`src/rtl/pipe_scroller.sv`:
```
// Single-pipe generator for the game: an IDLE/RUN/HALT controller that scrolls the pipe left on
// every frame tick, respawns it at the right edge with an LFSR-chosen gap height, and counts the
// pipes that pass the bird. A collision from the downstream stage freezes the pipe in HALT.
module pipe_scroller #(
  parameter int unsigned WIDTH      = 10,
  parameter int unsigned HEIGHT     = 10,
  parameter int unsigned SCREEN_W   = 640,
  parameter int unsigned PIPE_WIDTH = 40,
  parameter int unsigned BIRD_X     = 100,
  parameter int unsigned SPEED      = 2,
  parameter int unsigned GAP_MIN    = 40
) (
  input  logic              clk,
  input  logic              reset,
  input  logic              frame_tick,
  input  logic              start,
  input  logic              collision,
  output logic [WIDTH-1:0]  pipe_x,
  output logic [HEIGHT-1:0] pipe_y,
  output logic              pipe_valid,
  output logic              running,
  output logic              score_pulse,
  output logic [7:0]        score
);

  localparam logic [WIDTH-1:0]  ScreenW   = WIDTH'(SCREEN_W);
  localparam logic [WIDTH-1:0]  SpeedW    = WIDTH'(SPEED);
  localparam logic [WIDTH:0]    PipeWExt  = (WIDTH + 1)'(PIPE_WIDTH);
  localparam logic [WIDTH:0]    BirdXExt  = (WIDTH + 1)'(BIRD_X);
  localparam logic [HEIGHT-1:0] GapMinH   = HEIGHT'(GAP_MIN);
  localparam logic [15:0]       LfsrSeed  = 16'hACE1;
  localparam logic [15:0]       LfsrMask  = 16'hB400;

  typedef enum logic [1:0] {
    StIdle,
    StRun,
    StHalt
  } state_e;

  state_e            state_q, state_d;
  logic [WIDTH-1:0]  x_q, x_d;
  logic [HEIGHT-1:0] y_q, y_d;
  logic [7:0]        score_q, score_d;
  logic              pulse_q, pulse_d;
  logic [15:0]       lfsr_q, lfsr_d;

  logic [15:0]       lfsr_next;
  logic [HEIGHT-1:0] gap_y;
  logic [WIDTH-1:0]  x_step;
  logic [WIDTH:0]    old_right;
  logic [WIDTH:0]    new_right;
  logic              passes_bird;
  logic              at_left_edge;

  // Datapath helpers: next LFSR value, candidate gap height, scrolled position and scoring test.
  always_comb begin
    lfsr_next    = {1'b0, lfsr_q[15:1]} ^ (lfsr_q[0] ? LfsrMask : 16'h0000);
    gap_y        = GapMinH + HEIGHT'(lfsr_q[7:0]);
    x_step       = x_q - SpeedW;
    // Right-edge sums carry an extra bit so x near the top of the range cannot wrap.
    old_right    = {1'b0, x_q} + PipeWExt;
    new_right    = {1'b0, x_step} + PipeWExt;
    passes_bird  = (old_right > BirdXExt) && (new_right <= BirdXExt);
    at_left_edge = (x_q <= SpeedW);
  end

  // Next-state logic: game controller plus pipe position, gap, score and pulse updates.
  always_comb begin
    state_d = state_q;
    x_d     = x_q;
    y_d     = y_q;
    score_d = score_q;
    lfsr_d  = lfsr_q;
    pulse_d = 1'b0;

    unique case (state_q)
      StIdle: begin
        if (start) begin
          state_d = StRun;
          x_d     = ScreenW;
          y_d     = gap_y;
          lfsr_d  = lfsr_next;
          score_d = 8'd0;
        end
      end

      StRun: begin
        // Collision wins over a same-cycle tick: the pipe freezes where it is.
        if (collision) begin
          state_d = StHalt;
        end else if (frame_tick) begin
          if (at_left_edge) begin
            x_d    = ScreenW;
            y_d    = gap_y;
            lfsr_d = lfsr_next;
          end else begin
            x_d = x_step;
            if (passes_bird) begin
              pulse_d = 1'b1;
              if (score_q != 8'hFF) begin
                score_d = score_q + 8'd1;
              end
            end
          end
        end
      end

      StHalt: begin
        if (start) begin
          state_d = StIdle;
        end
      end

      default: begin
        state_d = StIdle;
      end
    endcase
  end

  // State and output registers; reset is asynchronous so a mid-game reset clears immediately.
  always_ff @(posedge clk or negedge reset) begin
    if (!reset) begin
      state_q <= StIdle;
      x_q     <= ScreenW;
      y_q     <= GapMinH;
      score_q <= 8'd0;
      pulse_q <= 1'b0;
      lfsr_q  <= LfsrSeed;
    end else begin
      state_q <= state_d;
      x_q     <= x_d;
      y_q     <= y_d;
      score_q <= score_d;
      pulse_q <= pulse_d;
      lfsr_q  <= lfsr_d;
    end
  end

  // Outputs come straight from registers; status flags decode the registered state.
  always_comb begin
    pipe_x      = x_q;
    pipe_y      = y_q;
    score       = score_q;
    score_pulse = pulse_q;
    running     = (state_q == StRun);
    pipe_valid  = (state_q != StIdle);
  end

endmodule

```
`config.mk`:
```
export PLATFORM = sky130hd
export DESIGN_NAME = pipe_scroller
export DESIGN_NICKNAME = d
export VERILOG_FILES = /design/src/rtl/pipe_scroller.sv
export SDC_FILE = /design/constraint.sdc
export NUM_CORES = 1
export LEC_CHECK = 0
export ABC_AREA = 1
export CORE_MARGIN = 2
export CORE_UTILIZATION = 30
export CTS_CLUSTER_DIAMETER = 30
export CTS_CLUSTER_SIZE = 20
export DETAILED_ROUTE_END_ITERATION = 6
export SYNTH_ARGS = -nofsm -noshare
export SYNTH_HDL_FRONTEND = slang
export SYNTH_SLANG_ARGS = --single-unit
```
`constraint.sdc`:
```
create_clock -name clk -period 1.95 [get_ports clk]
set_input_delay 0.195 -clock clk [delete_from_list [all_inputs] [get_ports clk]]
set_output_delay 0.195 -clock clk [all_outputs]
set_load 0.01 [all_outputs]
```
; ---- Yosys cells after proc, flatten, opt, wreduce, memory -nomap -nowiden
; Index checks and enable logic that the tools add are counted.
[op_classes]
n_addsub = 5
magnitude_cmp = 3
eq_ne = 12
mux = 32
bitwise = 1
n_reduce_logical = 8
[ops]
columns = cell, count
row1 = 10-bit 2-to-1 mux, 8
row2 = 16-bit 2-to-1 mux, 5
row3 = 8-bit 2-to-1 mux, 6
row4 = 10-bit one-hot mux with 2 select lines, 2
row5 = 16-bit one-hot mux with 2 select lines, 1
row6 = "10-bit by 6-bit adder with 11-bit output, second input constant", 2
row7 = 8-bit one-hot mux with 2 select lines, 1
row8 = 15-bit by 16-bit bitwise XOR with 16-bit output, 1
row9 = "2-bit inequality test, second input constant", 6
row10 = "11-bit by 7-bit greater-than comparator with 1-bit output, second input constant", 1
row11 = "11-bit by 7-bit less-or-equal comparator with 1-bit output, second input constant", 1
row12 = "10-bit by 2-bit less-or-equal comparator with 1-bit output, second input constant", 1
row13 = "10-bit by 2-bit subtractor with 10-bit output, second input constant", 1
row14 = "6-bit by 8-bit adder with 9-bit output, first input constant", 1
row15 = "8-bit by 1-bit adder with 8-bit output, second input constant", 1
row16 = "8-bit inequality test, second input constant", 1
row17 = 7-bit AND reduction, 1
row18 = 2-bit 2-to-1 mux, 3
row19 = "2-bit by 1-bit inequality test with 1-bit output, second input constant", 3
row20 = 2-bit one-hot mux with 3 select lines, 1
row21 = 1-bit 2-to-1 mux, 5
row22 = 5-bit AND reduction, 1
row23 = 4-bit AND reduction, 1
row24 = 2-bit nonzero test, 2
row25 = other kinds (5), 5
[totals]
reg_bits = 47
inputBits = 5
elab_cells = 67

; ---- Depth between registers and ports, before layout
; Gate-level depths: netlist of the first run.
[logic_depth]
word_depth = 9
mapped_depth = 14

; ---- Worst setup path before layout of the first run
; No wires, ideal clock.
[synth_path]
kind = reg2reg
from = reg x_q[3] (netlist: pipe_x[3])
to = reg score_q[0] (netlist: score[0])
arrival_time_ns = 1.693
required_time_ns = 1.885
slack_ns = 0.191
stages_incl_launch_ff = 14
n_path_buf = 0
period_less_slack_ns = 1.759
cell_sequence = dfrtp_1 -> inv_1 -> ha_1 -> nand2_1 -> inv_1 -> nand2_1 -> nand2_1 -> nand2_1 -> nand3_1 -> nor2_2 -> nand2_1 -> nand2_2 -> nand3_1 -> nand2_1
[synth_between]
elab_chain_len = 6
[synth_rtl]
columns = element, line_no
row1 = start: declaration, 41  ; logic [WIDTH-1:0] x_q, x_d;
row2 = start signal: assignment, 124  ; x_q <= ScreenW;
row3 = 10-bit by 2-bit subtractor with 10-bit output, 59  ; x_step = x_q - SpeedW;
row4 = 10-bit by 6-bit adder with 11-bit output, 62  ; new_right = {1'b0, x_step} + PipeWExt;
row5 = 11-bit by 7-bit less-or-equal comparator with 1-bit output, 63  ; passes_bird = (old_right > BirdXExt) && (new_right <= BirdXExt);
row6 = 1-bit logical AND, 63
row7 = 2-bit by 1-bit inequality test with 1-bit output (no line), --
row8 = 7-bit AND reduction (no line) *, --
row9 = end signal: assignment, 133  ; score_q <= score_d;
row10 = end: declaration, 43  ; logic [7:0] score_q, score_d;
; Mark *: on every way between the ends. The rest lies on a longest branch, timed or not.
; A chain may end at the register's enable or synchronous reset.

; ---- Worst setup path after layout of the first run
[layout_path]
from = reg x_q[7] (netlist: pipe_x[7])
to = reg x_q[5] (netlist: pipe_x[5])
[layout_between]
elab_chain_len = 5
[layout_rtl]
columns = element, line_no
row1 = 10-bit by 2-bit less-or-equal comparator with 1-bit output, 64  ; at_left_edge = (x_q <= SpeedW);
row2 = 10-bit 2-to-1 mux, 92  ; if (at_left_edge) begin
row3 = 10-bit 2-to-1 mux, 91  ; end else if (frame_tick) begin
row4 = 10-bit 2-to-1 mux, 89  ; if (collision) begin
row5 = 10-bit one-hot mux with 2 select lines, 76  ; unique case (state_q)
; No other way between the ends. The select of a mux whose other input is x is not followed.

==> metrics.md, run 1 <==
| Metric | Value |
|---|---|
| Outcome | completed |
| Crit Path Class | flop to flop |
| Fill cells | 768 |
| Die height | 94.3 um |
| HP Class | flop to flop |
| Share of cells above drive strength 1 | 19.2% |
| CTS H-Tree Depth | 2 |
| Cells after Synth | 302 |
| #FFs+latches synth | 44 |
| CTS tree | yes |
| Max_cap viols | 0 |
| Gr usage total | 12.8% |
| Fmax | 554 MHz |
| CP max stage delay | 590 ps |
| Core ar. | 7810 um2 |
| Total routed wirelength | 5430 um |
| Die W | 94.3 um |
| Routability cong. | 0.852 |
| Worst slew pin tran | 561 ps |
| Critical path startpoint category | flop |
| Crit path required time | 2160 ps |
| Vias | 2,086 |
| PD cells | 1540 nW/um2 |
| Top Ports | 36 |
| Port Buffers | 33 |
| Largest net degree at the start of global routing | 45 |
| Clock Sinks | 44 |
| Grt ovf | 0 |
| DRC viols | 0 |
| Min Clock Period, post-route | 1810 ps |
| Crit Path Max Fanout | 6 |
| CP Cell Sequence | inv_1 > nand2_1 > nor2_1 > nand2_1 > nand2_4 > nor3_4 > inv_2 > o22ai_1 |
| Clk_skew | 4.20 ps |
| Commonest non-fill, non-tap cells in the layout | nand2_1, clkdlybuf4s50_1, nand3_1 |
| Setup crit end kind | flop |
| Commonest non-fill, non-tap cell in the layout | nand2_1 |
| Pins over their slew limit | 0 |
| Non-Filler Instances | 456 |
| Slowest cell on the critical path | dfstp_2 |
| Finish-stage setup viols | 0 |
| Drt pass-1 iters | 4 |
| Final worst slack | 143 ps |
| Most common cell on crit path | nand2_1 |
| Tcrit/Tclk final | 92.6% |
| Cells after DPL | 440 |
| Initial Utilization | 31.3% |
| DRT iter0 DRCs | 122 |
| Headroom to the max-slew limit | 62.6% |
| Arr. time, crit path | 2020 ps |
| CTS max path bufs | 2 |
| Skew-Pair Late Insertion Delay | 300 ps |
| Post-DRT Antenna Nets | 0 |
| CP delay by family, top | simple AND/OR/NAND/NOR gates |
| Vias/cell | 4.57 |
| Seq/Total Area, Yosys | 45.6% |
| Yosys cell types | 34 |
| Wirelength per Cell | 11.9 um |
| CTS Root Cell | clkbuf_8 |
| Post-Syn Area | 2440 um2 |
| Initial antenna violation count | 0 |
| Post-DP HPWL | 3810 um |
| Ant diodes | 0 |
| Reg area | 1120 um2 |
| Pleak | 1.46 nW |
| Die area | 8890 um2 |
| Max VDD drop | 459 uV |
| Vias in the first global route | 1,899 |
| Crit path buffers/inverters | 2 |
| Nets | 366 |
| Synth warn | 0 |
| Worst Setup Slack post-DPL | 27.3 ps |
| First-pass GRT wire length | 9110 um |
| Clock slew at reported path FFs | 90 ps |
| CTS Buf Count | 5 |
| Mapped Avg Cell Area | 8.10 um2 |
| Multi-input logic area | 1190 um2 |
| Std cell rows | 32 |
| Area growth from synthesis to layout | 28.2% |
| Hold Vio Cnt, Final | 0 |
[cell usage after synthesis]
library cell | count | area [um2]
nand2_1 | 88 | 330
o21ai_0 | 17 | 85.1
inv_1 | 26 | 97.6
ha_1 | 8 | 100
nand3_4 | 1 | 17.5
nor2_2 | 4 | 25.0
nor3_4 | 1 | 16.3
buf_6 | 4 | 45.0
or2_2 | 2 | 12.5
inv_2 | 3 | 11.3
o21ai_1 | 8 | 40.0
nor3_1 | 2 | 10.0
dfstp_2 | 12 | 315
a21oi_1 | 4 | 20.0
nor2_1 | 23 | 86.3
or2_1 | 1 | 6.26
conb_1 | 1 | 3.75
nand4_1 | 4 | 25.0
a21oi_4 | 1 | 16.3
nand3b_1 | 1 | 7.51
dfrtp_1 | 32 | 801
nand2_4 | 2 | 22.5
o22ai_1 | 3 | 18.8
nand2_2 | 3 | 18.8
nor2_4 | 1 | 11.3
o21a_1 | 1 | 7.51
buf_2 | 1 | 5.00
clkbuf_1 | 1 | 3.75
o21ai_2 | 1 | 8.76
buf_4 | 3 | 22.5
nand3_1 | 32 | 160
a22oi_1 | 2 | 15.0
xnor2_1 | 3 | 26.3
xor2_1 | 6 | 52.6
[worst register-to-register path, cell delays in order, from the launching register on]
cell and delay [ps]:
dfstp_2 590, inv_1 110, nand2_1 130, nor2_1 70
nand2_1 150, nand2_4 90, nor3_4 280, inv_2 120
o22ai_1 170
[sequential cells by signal (all words and copies together) (netlist names)]
signal,cells
lfsr_q,16
pipe_x,9
pipe_y,8
score,8
score_pulse,1
state_q,2
[worst paths after layout]
check	from	endpoint	slack [ps]	cells past startpoint
max	pipe_x[7]	pipe_x[5]	140	8
min	lfsr_q[11]	lfsr_q[11]	480	2
max reg2reg	pipe_x[7]	pipe_x[5]	140	8
min reg2reg	lfsr_q[11]	lfsr_q[11]	480	2
max in group asynchronous	reset	pipe_x[2]	1040	3
min in group asynchronous	reset	pipe_y[7]	490	3
[per-layer routing]
metal | GRT usage [%] | vias to the layer above | wire length (um)
met2 | 19.5 | 31 | 2530
met5 | 0 | - | 0
met4 | 3.62 | 0 | 50
met3 | 2.17 | 4 | 171
met1 | 18.8 | 979 | 2670
li1 | - | 1072 | -
[power by group]
part	internal, W	leakage (nW)	switching (W)	total [W]
combinational	0.00108	0.845	0.00143	0.00251
sequential	0.00130	0.552	0.000277	0.00158
clock	0.000419	0.0614	0.000330	0.000749
[metrics by stage]
stage	cell area [um2]	util (%)	hold slack, ps	setup TNS [ps]	power [W]
global route	3140	40.2	483	-21.8	0.00525
finish	3140	40.2	483	0	0.00484
detailed placement	2910	37.2	316	0	0.00394
global placement	2910	37.2	318	0	0.00390
CTS	3040	39.0	485	0	0.00472
floorplan	2450	-	-101	0	0.00315
[final cells by class]
cell class,instances,share of cell area [%]
Inverter,29,3.47
Multi-Input combinational cell,221,37.9
Timing Repair Buffer,52,15.0
Clock buffer,6,2.63
Clock inverter,2,1.24
Sequential cell,44,35.7
Tap cell,102,4.07
[logic make-up (layout without fill, tap and decap cells)]
family	after synthesis	after routing	synth area share [%]
and+or+nand+nor	165	165	30.7
DFF	44	44	45.6
buffers and inverters	38	89	7.57
AOI/OAI and AO/OA	37	37	8.65
xor gates and xnor gates	9	9	3.22
adders and majority gates	8	8	4.09
other	1	2	0.153
[timing repair]
action,in CTS,in global routing
hold endpoints to repair,32,0
setup endpoints to repair,8,16
setup buffers,0,7
hold buffers,1,0
pin swaps,0,3
gates resized for setup,1,12
Note: power is estimated with default switching activity, not from simulation.
==> run 2, diff against run 1 <==
--- a/config.mk
+++ b/config.mk
@@ -6,7 +6,6 @@
 export NUM_CORES = 1
 export LEC_CHECK = 0
 export ABC_AREA = 1
-export CORE_MARGIN = 2
 export CORE_UTILIZATION = 30
 export CTS_CLUSTER_DIAMETER = 30
 export CTS_CLUSTER_SIZE = 20
==> run 2 against run 1 <==
Effect of this change: sequential cell count unchanged; utilization up 0.080 points; register-to-register slack about the same; first-iteration DRC count up 20%; critical path depth up 2; combinational power about the same; cell count down 0.44%; clock-buffer cell count unchanged; die area down 4.2%.
==> metrics.md, run 2 (synthesis gave the netlist of run 1 again) <==
| Metric | Value |
|---|---|
| Skew-Pair Late Insertion Delay | 300 ps (about the same) |
| Commonest non-fill, non-tap cells in the layout | nand2_1, clkdlybuf4s50_1, nand3_1 |
| Fill cells | 772 (+0.52%) |
| Total routed wirelength | 5280 um (-2.7%) |
| Die height | 92.3 um (-2.1%) |
| Initial antenna violation count | 0 (unchanged) |
| HP Class | primary input to async pin |
| CTS Root Cell | clkbuf_8 |
| Final worst slack | 152 ps (+8.79 ps) |
| Clk_skew | 10.7 ps (+6.51 ps) |
| Std cell rows | 32 (unchanged) |
| Pins over their slew limit | 0 (unchanged) |
| Power Internal | 0.00281 W (+0.25%) |
| DRC viols | 0 (unchanged) |
| Post-DRT Antenna Nets | 0 (unchanged) |
| Clock network fraction of total power | 15.5% (about the same) |
| Setup crit end kind | flop |
| Final total power | 0.00485 W (+0.23%) |
| Crit Path Class | flop to flop |
| CTS max path bufs | 2 (unchanged) |
| Fmax | 556 MHz (+0.49%) |
| Worst reg2reg path startpoint | pipe_x[3] |
| Routability cong. | 0.880 (+3.3%) |
| DRT iter0 DRCs | 147 (+20%) |
| Routed wl met3 | 179 um (+4.7%) |
| RSZ-0062 raised after global routing | true |
| Port Buffers | 33 (unchanged) |
| Final core occ | 40.2% (+0.080 points) |
| Ant diodes | 0 (unchanged) |
| Outcome | completed |
| Share of cells above drive strength 1 | 19.6% (+0.39 points) |
| Max FFs per register | 16 (unchanged) |
| Gr usage total | 13.5% (+0.69 points) |
| First-pass GRT wire length | 9160 um (+0.60%) |
| Clock Sinks | 44 (unchanged) |
| Multi-input logic area | 1190 um2 (+0.63%) |
| Min Clock Period, post-route | 1800 ps (-8.79 ps) |
| Critical path origin | pipe_x[3] |
| CTS Buf Count | 5 (unchanged) |
| Biggest register | lfsr_q |
| Critical path startpoint category | flop |
| R2r setup slk | 150 ps (about the same) |
| Vias | 2,099 (+0.62%) |
| WHS | 320 ps (-163 ps) |
| Grt ovf | 0 (unchanged) |
| Top sig layer | met4 |
| Crit path required time | 2130 ps (-30 ps) |
| Crit Reg-Reg Endpoint | lfsr_q[14] |
| Met2 WL | 2430 um (-4.3%) |
| M1 wire length | 2620 um (-1.9%) |
| Sw frac | 42.0% (about the same) |
| Area growth from synthesis to layout | 28.5% |
| Nets | 364 (-0.55%) |
| CTS tree | yes |
| Wirelength per Cell | 11.6 um (-2.3%) |
| Initial Utilization | 31.3% (unchanged) |
| Clock slew at reported path FFs | 90 ps (about the same) |
| Post-DP HPWL | 3800 um (-0.26%) |
| Logic pwr share | 51.9% (about the same) |
| Crit Path Max Fanout | 29 (+23) |
| Finish-stage setup viols | 0 (unchanged) |
| Sequential power share | 32.5% (about the same) |
| Max VDD drop | 347 uV (-24%) |
| Vias in the first global route | 1,968 (+3.6%) |
| Drt pass-1 iters | 4 (unchanged) |
| Top Ports | 36 (unchanged) |
| Reg area | 1120 um2 (unchanged) |
| Die W | 92.3 um (-2.1%) |
| Path depth of the worst reg2reg path | 10 (+2) |
| Tcrit/Tclk final | 92.2% (-0.45 points) |
| Vias/cell | 4.62 (+1.1%) |
| Hold Vio Cnt, Final | 0 (unchanged) |
| Commonest non-fill, non-tap cell in the layout | nand2_1 |
| PD cells | 1540 nW/um2 (about the same) |
| Setup TNS | 0 ps (unchanged) |
| Pleak | 1.45 nW (-0.62%) |
| Sw power | 0.00204 W (+0.19%) |
| Arr. time, crit path | 1970 ps (-50 ps) |
| Die area | 8510 um2 (-4.2%) |
| Core ar. | 7810 um2 (unchanged) |
| Max_cap viols | 0 (unchanged) |
| Worst Setup Slack post-DPL | -98.7 ps (-126 ps) |
| Largest net degree at the start of global routing | 30 (-33%) |
| CTS H-Tree Depth | 2 (unchanged) |
[run 2: worst max-delay path by stage]
stage / endpoint / cells after the start
final: lfsr_q[14] / 10
after floorplan: score[0] / 13
after CTS: score[2] / 12
after global placement: score[2] / 12
after detailed placement: score[2] / 12
after global routing: score[5] / 12
[run 2: through the flow]
stage	std cells	area, um2
3_5_place_dp	440	2910
3_3_place_gp	440	2910
4_1_cts	449	3050
5_1_grt	454	3140
6_report	454	3140
2_1_floorplan	303	2450
[run 2: metal layers]
layer,up-vias,global-route usage [%]
met5,-,0
met1,984,19.3
li1,1072,-
met4,0,4.30
met2,39,21.0
met3,4,1.82
[run 2: repair_timing]
action / 4_1_cts / 5_1_grt
hold buffers: 1 / 0
pin swaps: 0 / 2
gates resized for setup: 4 / 14
setup endpoints to repair: 8 / 31
buffers inserted: 0 / 5
endpoints found under the hold margin: 11 / 0
[run 2: final cells by class]
type,count,area share [%]
flip-flops and latches,44,35.6
multi-input cells,221,38.0
well taps,102,4.06
clock buffers,6,2.63
repair buffers,50,14.9
inverters,29,3.50
clock inverters,2,1.23
[run 2: power groups by stage]
stage / clock network, W / registers, W / logic (W)
2_1_floorplan: 0 / 0.00161 / 0.00154
3_3_place_gp: 0 / 0.00159 / 0.00229
3_5_place_dp: 0 / 0.00160 / 0.00232
4_1_cts: 0.000770 / 0.00158 / 0.00236
5_1_grt: 0.000801 / 0.00164 / 0.00286
6_report: 0.000753 / 0.00158 / 0.00252
[run 2: worst max-delay path, stage by stage, from the launching register on]
cell and delay (ps):
dfrtp_2 430, buf_12 130, nor2_2 160, nand2_1 130, nor2_1 130, nand2_1 120
nand3_1 110, nand2_2 70, buf_4 230, nand2_1 80, o21ai_0 70
